### src/rtl/ctrl_pipe.sv
// Registered instruction decoder: load-use interlock, taken-branch flush and sticky halt/ack.
// Latency: one cycle from accept to out_valid; pgmJmp/flush are combinational from the output register.
// Backpressure: in_ready drops on a full register with out_ready low, on a load-use stall and after halt.
module ctrl_pipe #(
    parameter int OPCDE_W  = 9,
    parameter int OP_W     = 4,
    parameter int PTRA_W   = 3,
    parameter int PTRB_W   = 2,
    parameter int LOAD_LAT = 1
) (
    input  logic                     clk,
    input  logic                     reset,
    input  logic                     in_valid,
    output logic                     in_ready,
    input  logic [OPCDE_W-1:0]       opCde,
    input  logic                     out_ready,
    input  logic                     geFlg,
    input  logic                     neFlg,
    output logic                     out_valid,
    output logic [OP_W-1:0]          pgmOp,
    output logic                     regWrt,
    output logic                     memWrt,
    output logic                     memLd,
    output logic                     lutLd,
    output logic                     imdLd,
    output logic                     pgmJmp,
    output logic                     flush,
    output logic                     ack,
    output logic [PTRA_W-1:0]        opPtrA,
    output logic [PTRB_W-1:0]        opPtrB,
    output logic [PTRA_W+PTRB_W-1:0] opImd
);

    localparam int IMD_W = PTRA_W + PTRB_W;
    localparam int CMP_W = (PTRA_W > PTRB_W) ? PTRA_W : PTRB_W;

    localparam logic [OP_W-1:0] OP_LD0 = OP_W'(0);
    localparam logic [OP_W-1:0] OP_LDR = OP_W'(1);
    localparam logic [OP_W-1:0] OP_STR = OP_W'(2);
    localparam logic [OP_W-1:0] OP_LUT = OP_W'(3);
    localparam logic [OP_W-1:0] OP_CMP = OP_W'(4);
    localparam logic [OP_W-1:0] OP_BRN = OP_W'(5);
    localparam logic [OP_W-1:0] OP_BGE = OP_W'(6);
    localparam logic [OP_W-1:0] OP_BNE = OP_W'(7);

    localparam logic [1:0] STALL_INIT = 2'(LOAD_LAT - 1);

    typedef enum logic [1:0] {
        ST_RUN   = 2'd0,
        ST_STALL = 2'd1,
        ST_HALT  = 2'd2
    } state_t;

    typedef struct packed {
        logic [OP_W-1:0]   op;
        logic [PTRA_W-1:0] ptr_a;
        logic [PTRB_W-1:0] ptr_b;
        logic [IMD_W-1:0]  imd;
        logic              reg_wrt;
        logic              mem_wrt;
        logic              mem_ld;
        logic              lut_ld;
        logic              imd_ld;
        logic              dne;
    } ctl_t;

    ctl_t       dec;
    ctl_t       ctl_q;
    logic       vld_q;
    state_t     state_q;
    state_t     state_d;
    logic [1:0] cnt_q;
    logic [1:0] cnt_d;

    logic       pgm_jmp;
    logic       ptr_hit;
    logic       hazard;
    logic       in_rdy;
    logic       accept;
    logic       load_word;

    always_comb begin
        dec         = '0;
        dec.op      = opCde[OPCDE_W-1 -: OP_W];
        dec.ptr_b   = opCde[PTRB_W-1:0];
        dec.imd     = opCde[IMD_W-1:0];
        dec.imd_ld  = (dec.op == OP_LD0) || (dec.op == OP_BRN) ||
                      (dec.op == OP_BGE) || (dec.op == OP_BNE);
        dec.lut_ld  = (dec.op == OP_LUT);
        dec.mem_ld  = (dec.op == OP_LDR);
        dec.mem_wrt = (dec.op == OP_STR);
        dec.reg_wrt = !((dec.op == OP_STR) || (dec.op == OP_CMP) || (dec.op == OP_BRN) ||
                        (dec.op == OP_BGE) || (dec.op == OP_BNE));
        // Immediate-form words reuse the A field as immediate bits, so the pointer is suppressed.
        dec.ptr_a   = dec.imd_ld ? '0 : opCde[PTRB_W +: PTRA_W];
        dec.dne     = &opCde;
    end

    assign pgm_jmp = vld_q && ((ctl_q.op == OP_BRN) ||
                               ((ctl_q.op == OP_BGE) && geFlg) ||
                               ((ctl_q.op == OP_BNE) && neFlg));

    assign ptr_hit = (CMP_W'(dec.ptr_a) == CMP_W'(ctl_q.ptr_a)) ||
                     (CMP_W'(dec.ptr_b) == CMP_W'(ctl_q.ptr_a));

    // A word that is about to be flushed never stalls.
    assign hazard = in_valid && vld_q && (ctl_q.op == OP_LDR) &&
                    !dec.imd_ld && !dec.dne && ptr_hit && !pgm_jmp;

    assign in_rdy    = (state_q == ST_RUN) && (!vld_q || out_ready) && !hazard;
    assign accept    = in_valid && in_rdy;
    assign load_word = accept && !pgm_jmp;

    // The hazard cycle itself supplies the first bubble; STALL covers the remaining LOAD_LAT-1.
    always_comb begin
        state_d = state_q;
        cnt_d   = cnt_q;
        unique case (state_q)
            ST_RUN: begin
                if (vld_q && ctl_q.dne && out_ready) begin
                    state_d = ST_HALT;
                end else if (hazard && out_ready && (LOAD_LAT > 1)) begin
                    state_d = ST_STALL;
                    cnt_d   = STALL_INIT;
                end
            end
            ST_STALL: begin
                if (out_ready) begin
                    if (cnt_q <= 2'd1) begin
                        state_d = ST_RUN;
                        cnt_d   = '0;
                    end else begin
                        cnt_d = cnt_q - 2'd1;
                    end
                end
            end
            ST_HALT: begin
                state_d = ST_HALT;
            end
            default: begin
                state_d = ST_RUN;
                cnt_d   = '0;
            end
        endcase
    end

    always_ff @(posedge clk) begin
        if (reset) begin
            state_q <= ST_RUN;
            cnt_q   <= '0;
            vld_q   <= 1'b0;
            ctl_q   <= '0;
        end else begin
            state_q <= state_d;
            cnt_q   <= cnt_d;
            if (load_word) begin
                vld_q <= 1'b1;
                ctl_q <= dec;
            end else if (out_ready || !vld_q) begin
                vld_q <= 1'b0;
                ctl_q <= '0;
            end
        end
    end

    assign in_ready  = in_rdy;
    assign out_valid = vld_q;
    assign pgmOp     = ctl_q.op;
    assign regWrt    = ctl_q.reg_wrt;
    assign memWrt    = ctl_q.mem_wrt;
    assign memLd     = ctl_q.mem_ld;
    assign lutLd     = ctl_q.lut_ld;
    assign imdLd     = ctl_q.imd_ld;
    assign opPtrA    = ctl_q.ptr_a;
    assign opPtrB    = ctl_q.ptr_b;
    assign opImd     = ctl_q.imd;
    assign pgmJmp    = pgm_jmp;
    assign flush     = pgm_jmp;
    assign ack       = (state_q == ST_HALT);

endmodule

### config.mk
export PLATFORM = sky130hd
export DESIGN_NAME = ctrl_pipe
export DESIGN_NICKNAME = d
export VERILOG_FILES = /design/src/rtl/ctrl_pipe.sv
export SDC_FILE = /design/constraint.sdc
export NUM_CORES = 1
export LEC_CHECK = 0
export CORE_MARGIN = 1.5
export CORE_UTILIZATION = 25
export CTS_CLUSTER_SIZE = 12
export DETAILED_ROUTE_END_ITERATION = 8
export MAX_ROUTING_LAYER = met4
export SYNTH_ARGS = -nofsm -noshare
export SYNTH_HDL_FRONTEND = slang
export SYNTH_SLANG_ARGS = --single-unit
### constraint.sdc
create_clock -name clk -period 1.65 [get_ports clk]
set_input_delay 0.33 -clock clk [delete_from_list [all_inputs] [get_ports clk]]
set_output_delay 0.33 -clock clk [all_outputs]
set_load 0.05 [all_outputs]
==> results.cfg, run 1 <==
[clock_network]
clock_path_buffers = 2
cts_buffers = 3
tritoncts = built
worstSkewPairLatency_ns = 0.26
holdBufCountCts = 0
cts-root-buf = clkbuf_8
htreeDepth = 1
clock_sinks = 20
path_clk_slew_ns = 0.07

[floorplanning]
die_area_sq_mm = 0.00424
die_x_um = 65.1
io_pins = 39
initial_core_util_pct = 26.2
rows = 22
coreArea_sq_mm = 0.00369
chipHeight_um = 65.1

[drt]
first_pass_iters = 4
drt-vias-per-instance = 4.81
remaining_drc_errors = 0
post_drt_wl_per_cell_um = 14.6
ant_nets = 0
drt-total-wl_um = 2750
vias = 909
drtIter0Drc = 17

[cells_and_area]
diodes = 0
synthToLayoutAreaGrowth_pct = 72.0
drive_above_1_share_pct = 52.5
fin_nets = 157
post-route-cell-area_sq_mm = 0.00166

[global_routing]
grt_max_degree = 12
grt_pass1_vias = 931
overflow = 0
antenna_found_initial = 0
grt_pass1_wl_um = 4600
grt_use_total_pct = 14.0

[timing]
tns_ns = -0.679
min_period_ns = 1.84
hold_violations = 0
slew_violations = 0
finalWorstSetupSlack_ns = -0.193
finalCritPeriodShare_pct = 112
rsz0062_at_grt = yes
relSlewSlack_pct = 73.0
setup_violations = 18
fin_worst_skew_ns = 0.00269
fmaxAchievable_mhz = 543
worst_pin_slew_ns = 0.402

[synthesis]
syn-num-nets = 107
synth_edf_count = 0
yosysMostFrequentCell = dfxtp_1
yosysTopAreaCellShare_pct = 41.5
synth_area_per_cell_sq_um = 10.5
synth_top_area_cell = dfxtp_1
synthesis.area_sq_um = 965
ys_top_cells_by_count = 20 x dfxtp_1, 15 x buf_4, 12 x a22o_1, 6 x a32o_1, 4 x nor2b_1
synth_area_leaders = dfxtp_1 42%, buf_4 12%, a22o_1 11%
ys_warn_count = 0
synthesis.instances = 92
seq_area_frac_synth_pct = 41.5
synth-main-ff-cell = dfxtp_1
synth.distinct_cells = 29
ys_ff_latch = 20
async_reset_ff_share_pct = 0

[worst_setup_path]
startpoint_type = register
rr_startpoint = opPtrA[0]
arrival_ns = 1.51
cp_cell_sequence = and4bb_2 > nand2_4 > nor4_4 > nor3_4 > buf_12
critPathSlowestCell = dfxtp_2
crit_family = simple AND/OR/NAND/NOR gates
required_ns = 1.32
r2r_end = opPtrA[0]
crit_path_max_fanout = 4
ff2ff_path_depth = 6
worstSetupPathType = reg -> out
cp_slowest_stage_delay_ns = 0.33
path_buf_inv = 1
r2r_slack_ns = -0.08
worst_setup_path_end_kind = primary output

[placement]
hpwl_um = 1980
portBuffers = 38
dpl_worst_slack_ns = -0.637
placed_cell_area_sq_mm = 0.00149
place_congestion = 0.754

[power]
power_uw = 1190
vdd_drop_max_mv = 0.626
p_per_area_mw_per_mm2 = 715
p_leak_uw = 0.000721

[worst_hold_path]
holdCritStartpoint = opCde[5]
min_path_cells = 3
whs_endpoint = pgmOp[0]
hold_path_class = in -> reg

[outcome]
outcome = finished, violations left
violations = negative setup slack

[run]
cap_violations = 0
-- cell families after synthesis --
group,Yosys count,share of synthesized area [%]
and+or+nand+nor,24,17.0
AOI/OAI and AO/OA,23,21.9
buffers and inverters,19,14.1
DFF,20,41.5
xor gates and xnor gates,6,5.45
-- cell usage in the layout, fill, tap and decap left out, types with 2 or more instances in the layout --
cell / instances
clkbuf_8: 3
dfxtp_1: 15
nor4_4: 2
nor3_4: 2
nor2b_4: 2
xnor2_1: 3
clkdlybuf4s50_1: 2
dlygate4sd2_1: 10
nor2_1: 3
xor2_1: 3
a22o_1: 12
o41a_4: 3
a32o_1: 6
nand2b_1: 2
buf_6: 3
dfxtp_2: 4
buf_4: 36
buf_12: 8
-- flip-flops by register name, summed over array words and instances (netlist names) --
signal and count:
pgmOp 4, opPtrA 3, ctl_q 1, opImd 4, imdLd 1, lutLd 1, regWrt 1, memLd 1
out_valid 1, memWrt 1, state_q 1, opPtrB 1
-- layer usage --
metal  part of all wire [%]  global-route usage, %  up-vias  wire length, um
li1                       -                      -      433                -
met5                      0                      -        -                0
met3                    5.1                   3.94        4              141
met2                     49                   23.6       27             1360
met4                   0.91                   1.82        0               25
met1                     44                   17.4      445             1220
-- worst min-delay path, stage by stage --
cell and delay, ns:
clkbuf_2 0.12, buf_4 0.13, a22o_1 0.11
-- layout make-up --
cell class / count / area [sq um]
Sequential cell: 20 / 409
Clock buffer: 4 / 45.0
Multi-Input combinational cell: 55 / 554
Inverter: 1 / 3.75
Fill cell: 351 / 2030
Tap cell: 48 / 60.1
Timing Repair Buffer: 61 / 587
-- per-stage QoR --
stage               hold WS [ns]  instances  util (%)
floorplan                  0.402         92         -
global placement           0.461        180      40.4
detailed placement         0.468        180      40.4
CTS                        0.492        189      44.2
global route               0.482        189      45.0
finish                     0.470        189      45.0
-- timing repair --
item	CTS	global route
setup endpoints to repair	20	20
buffers inserted	3	0
pin swaps	15	5
gates resized for setup	27	8
gates cloned	2	0
-- worst max path at each step --
stage,slack [ns],cells after the start,to,start
detailed placement,-0.64,7,in_ready,opCde[1]
floorplan,-0.0003,5,in_ready,opPtrA[0]
global placement,-0.60,7,in_ready,opCde[1]
finish,-0.19,5,in_ready,pgmOp[1]
global route,-0.27,6,in_ready,opPtrA[1]
CTS,-0.22,6,in_ready,opPtrA[1]
-- where the power goes --
part           total (uW)  internal (uW)  leakage (uW)  switching [uW]
logic                 337            153      0.000533             184
clock network         331            172     0.0000228             160
registers             518            503      0.000166            15.3
Power figures use the tool's default switching activity.
==> run 2: changes to the inputs <==
--- a/config.mk
+++ b/config.mk
@@ -9,6 +9,7 @@
 export CORE_UTILIZATION = 25
 export CTS_CLUSTER_SIZE = 12
 export DETAILED_ROUTE_END_ITERATION = 8
+export GPL_ROUTABILITY_DRIVEN = 0
 export MAX_ROUTING_LAYER = met4
 export SYNTH_ARGS = -nofsm -noshare
 export SYNTH_HDL_FRONTEND = slang
==> results of run 2 <==
The final DEF is identical to that of run 1; final timing and power are the same.
==> run 3: changes to the inputs <==
--- a/config.mk
+++ b/config.mk
@@ -11,6 +11,7 @@
 export DETAILED_ROUTE_END_ITERATION = 8
 export GPL_ROUTABILITY_DRIVEN = 0
 export MAX_ROUTING_LAYER = met4
+export SETUP_SLACK_MARGIN = 0.15
 export SYNTH_ARGS = -nofsm -noshare
 export SYNTH_HDL_FRONTEND = slang
 export SYNTH_SLANG_ARGS = --single-unit
==> run 3 against run 2 <==
Against the previous run:
- the flow still finishes with violations (negative setup slack)
- global-route usage shrank 0.17 points
- utilization rose by 0.17 points
- sequential power is essentially flat
- critical path depth stayed put
- non-clock buffer count shrank 1
- sequential share of layout area up 0.058 points
- worst hold slack got worse by 0.018 ns
- first-iteration DRC count increased by 5.9%
- fmax grew 0.61%
- clock power increased by 14%
- largest cell class unchanged
- highest routed layer unchanged
==> results.cfg, run 3 (synthesized netlist as in run 1, its figures left out) <==
[cells_and_area]
diodes = 0
final-seq-area_sq_um = 412
synthToLayoutAreaGrowth_pct = 72.6
fillCellCount = 366
multi_input_area_sq_um = 556
drive_above_1_share_pct = 54.3
fin_nets = 156
final_core_util_pct = 45.1
final_cell_mix = 36 x buf_4, 15 x dfxtp_1, 12 x a22o_1
final_common_cell = buf_4

[worst_setup_path]
r2r_slack_ns = -0.10
cp_cell_sequence = and4bb_2 > nand2_2 > nor4_4 > nor3_4 > buf_12
startpoint_type = register
arrival_ns = 1.50
crit_family = simple AND/OR/NAND/NOR gates
path_buf_inv = 1
required_ns = 1.32
cp_slowest_stage_delay_ns = 0.33
crit_path_max_fanout = 4
worstSetupPathType = reg -> out
worst_setup_path_end_kind = primary output
critPathSlowestCell = dfxtp_2

[clock_network]
cts_buffers = 3
clock_path_buffers = 2
clock_sinks = 20
path_clk_slew_ns = 0.07
htreeDepth = 1
worstSkewPairLatency_ns = 0.26
tritoncts = built
cts-root-buf = clkbuf_8

[outcome]
outcome = finished, violations left
violations = negative setup slack

[global_routing]
grt_most_used_layer = met2
antenna_found_initial = 0
grt_use_total_pct = 13.8
overflow = 0
met2_usage_pct = 21.3
grt_pass1_vias = 918
grt_pass1_wl_um = 4460
use_met1_pct = 17.3
grtUsageMet3_pct = 3.08
grt_max_degree = 12

[drt]
first_pass_iters = 4
drtIter0Drc = 18
vias = 892
drt-vias-per-instance = 4.74
remaining_drc_errors = 0
post_drt_wl_per_cell_um = 14.5
drt-total-wl_um = 2720
ant_nets = 0

[power]
pwr-share-comb_pct = 27.3
power_frac_clock_pct = 30.6
power_frac_seq_pct = 42.1
p_int_uw = 867
p_sw_share_pct = 29.6
p_per_area_mw_per_mm2 = 739
p_leak_uw = 0.000717
p_switching_uw = 364
vdd_drop_max_mv = 0.451

[timing]
tns_ns = -1.04
rsz0062_at_grt = yes
fmaxAchievable_mhz = 546
slew_violations = 0
hold_violations = 0
finalCritPeriodShare_pct = 111
min_period_ns = 1.83
relSlewSlack_pct = 74.2
fin_worst_skew_ns = 0.00188
worst_pin_slew_ns = 0.384
setup_violations = 18
finalWorstSetupSlack_ns = -0.181

[floorplanning]
die_x_um = 65.1
rows = 22
chipHeight_um = 65.1
initial_core_util_pct = 26.2
die_area_sq_mm = 0.00424
io_pins = 39
coreArea_sq_mm = 0.00369

[worst_hold_path]
hold_path_class = in -> reg

[placement]
portBuffers = 38
hpwl_um = 1880

[run]
cap_violations = 0
[run 3: metrics by stage]
step                total power, uW  std cells  setup WS (ns)  hold slack (ns)  instance area (sq um)
finish                         1230        188         -0.181            0.453                   1670
global route                   1290        188         -0.253            0.470                   1670
CTS                            1230        187         -0.237            0.485                   1630
detailed placement              840        179         -0.640            0.465                   1500
global placement                835        179         -0.589            0.461                   1500
floorplan                       713         92         0.0229            0.402                   1010
[run 3: path summary, 6_finish.rpt]
check | end | cells past startpoint | from
max | in_ready | 5 | pgmOp[1]
min | pgmOp[0] | 3 | opCde[5]
max reg2reg | opPtrA[1] | 6 | opPtrA[0]
min reg2reg | lutLd | 1 | lutLd
[run 3: per-layer routing]
metal / vias to the layer above / share of wire, %
met2: 29 / 46
met4: 0 / 1.4
li1: 430 / -
met5: - / 0
met3: 5 / 5.3
met1: 428 / 47
[run 3: cell type report]
class	instances	share of cell area (%)
inverter	1	0.225
clock buffer	4	3.31
multi-input combinational	55	33.4
timing repair buffer	60	34.8
sequential	20	24.7
tap	48	3.61
[run 3: worst reg2reg max path: cells and delay by family, from the launching register on]
kind	cells	cell delay, ns
AO/OA/AOI/OAI	3	0.75
flip-flops	1	0.35
AND/OR/NAND/NOR	1	0.19
XOR/XNOR	1	0.18
buffers and inverters	1	0.18
[run 3: timing repair]
action                                  CTS  global route
hold buffers                              0             0
endpoints found under the hold margin     0             0
gates resized for setup                  23             8
buffers inserted                          3             0
endpoints found under the setup margin   20            22
pin swaps                                11             5
cloned                                    1             1
[run 3: power groups by stage]
stage          logic [uW]  clock network, uW  registers, uW
2_1_floorplan         167                  0            546
3_3_place_gp          308                  0            527
3_5_place_dp          311                  0            529
4_1_cts               328                387            517
5_1_grt               354                411            521
6_report              336                377            518
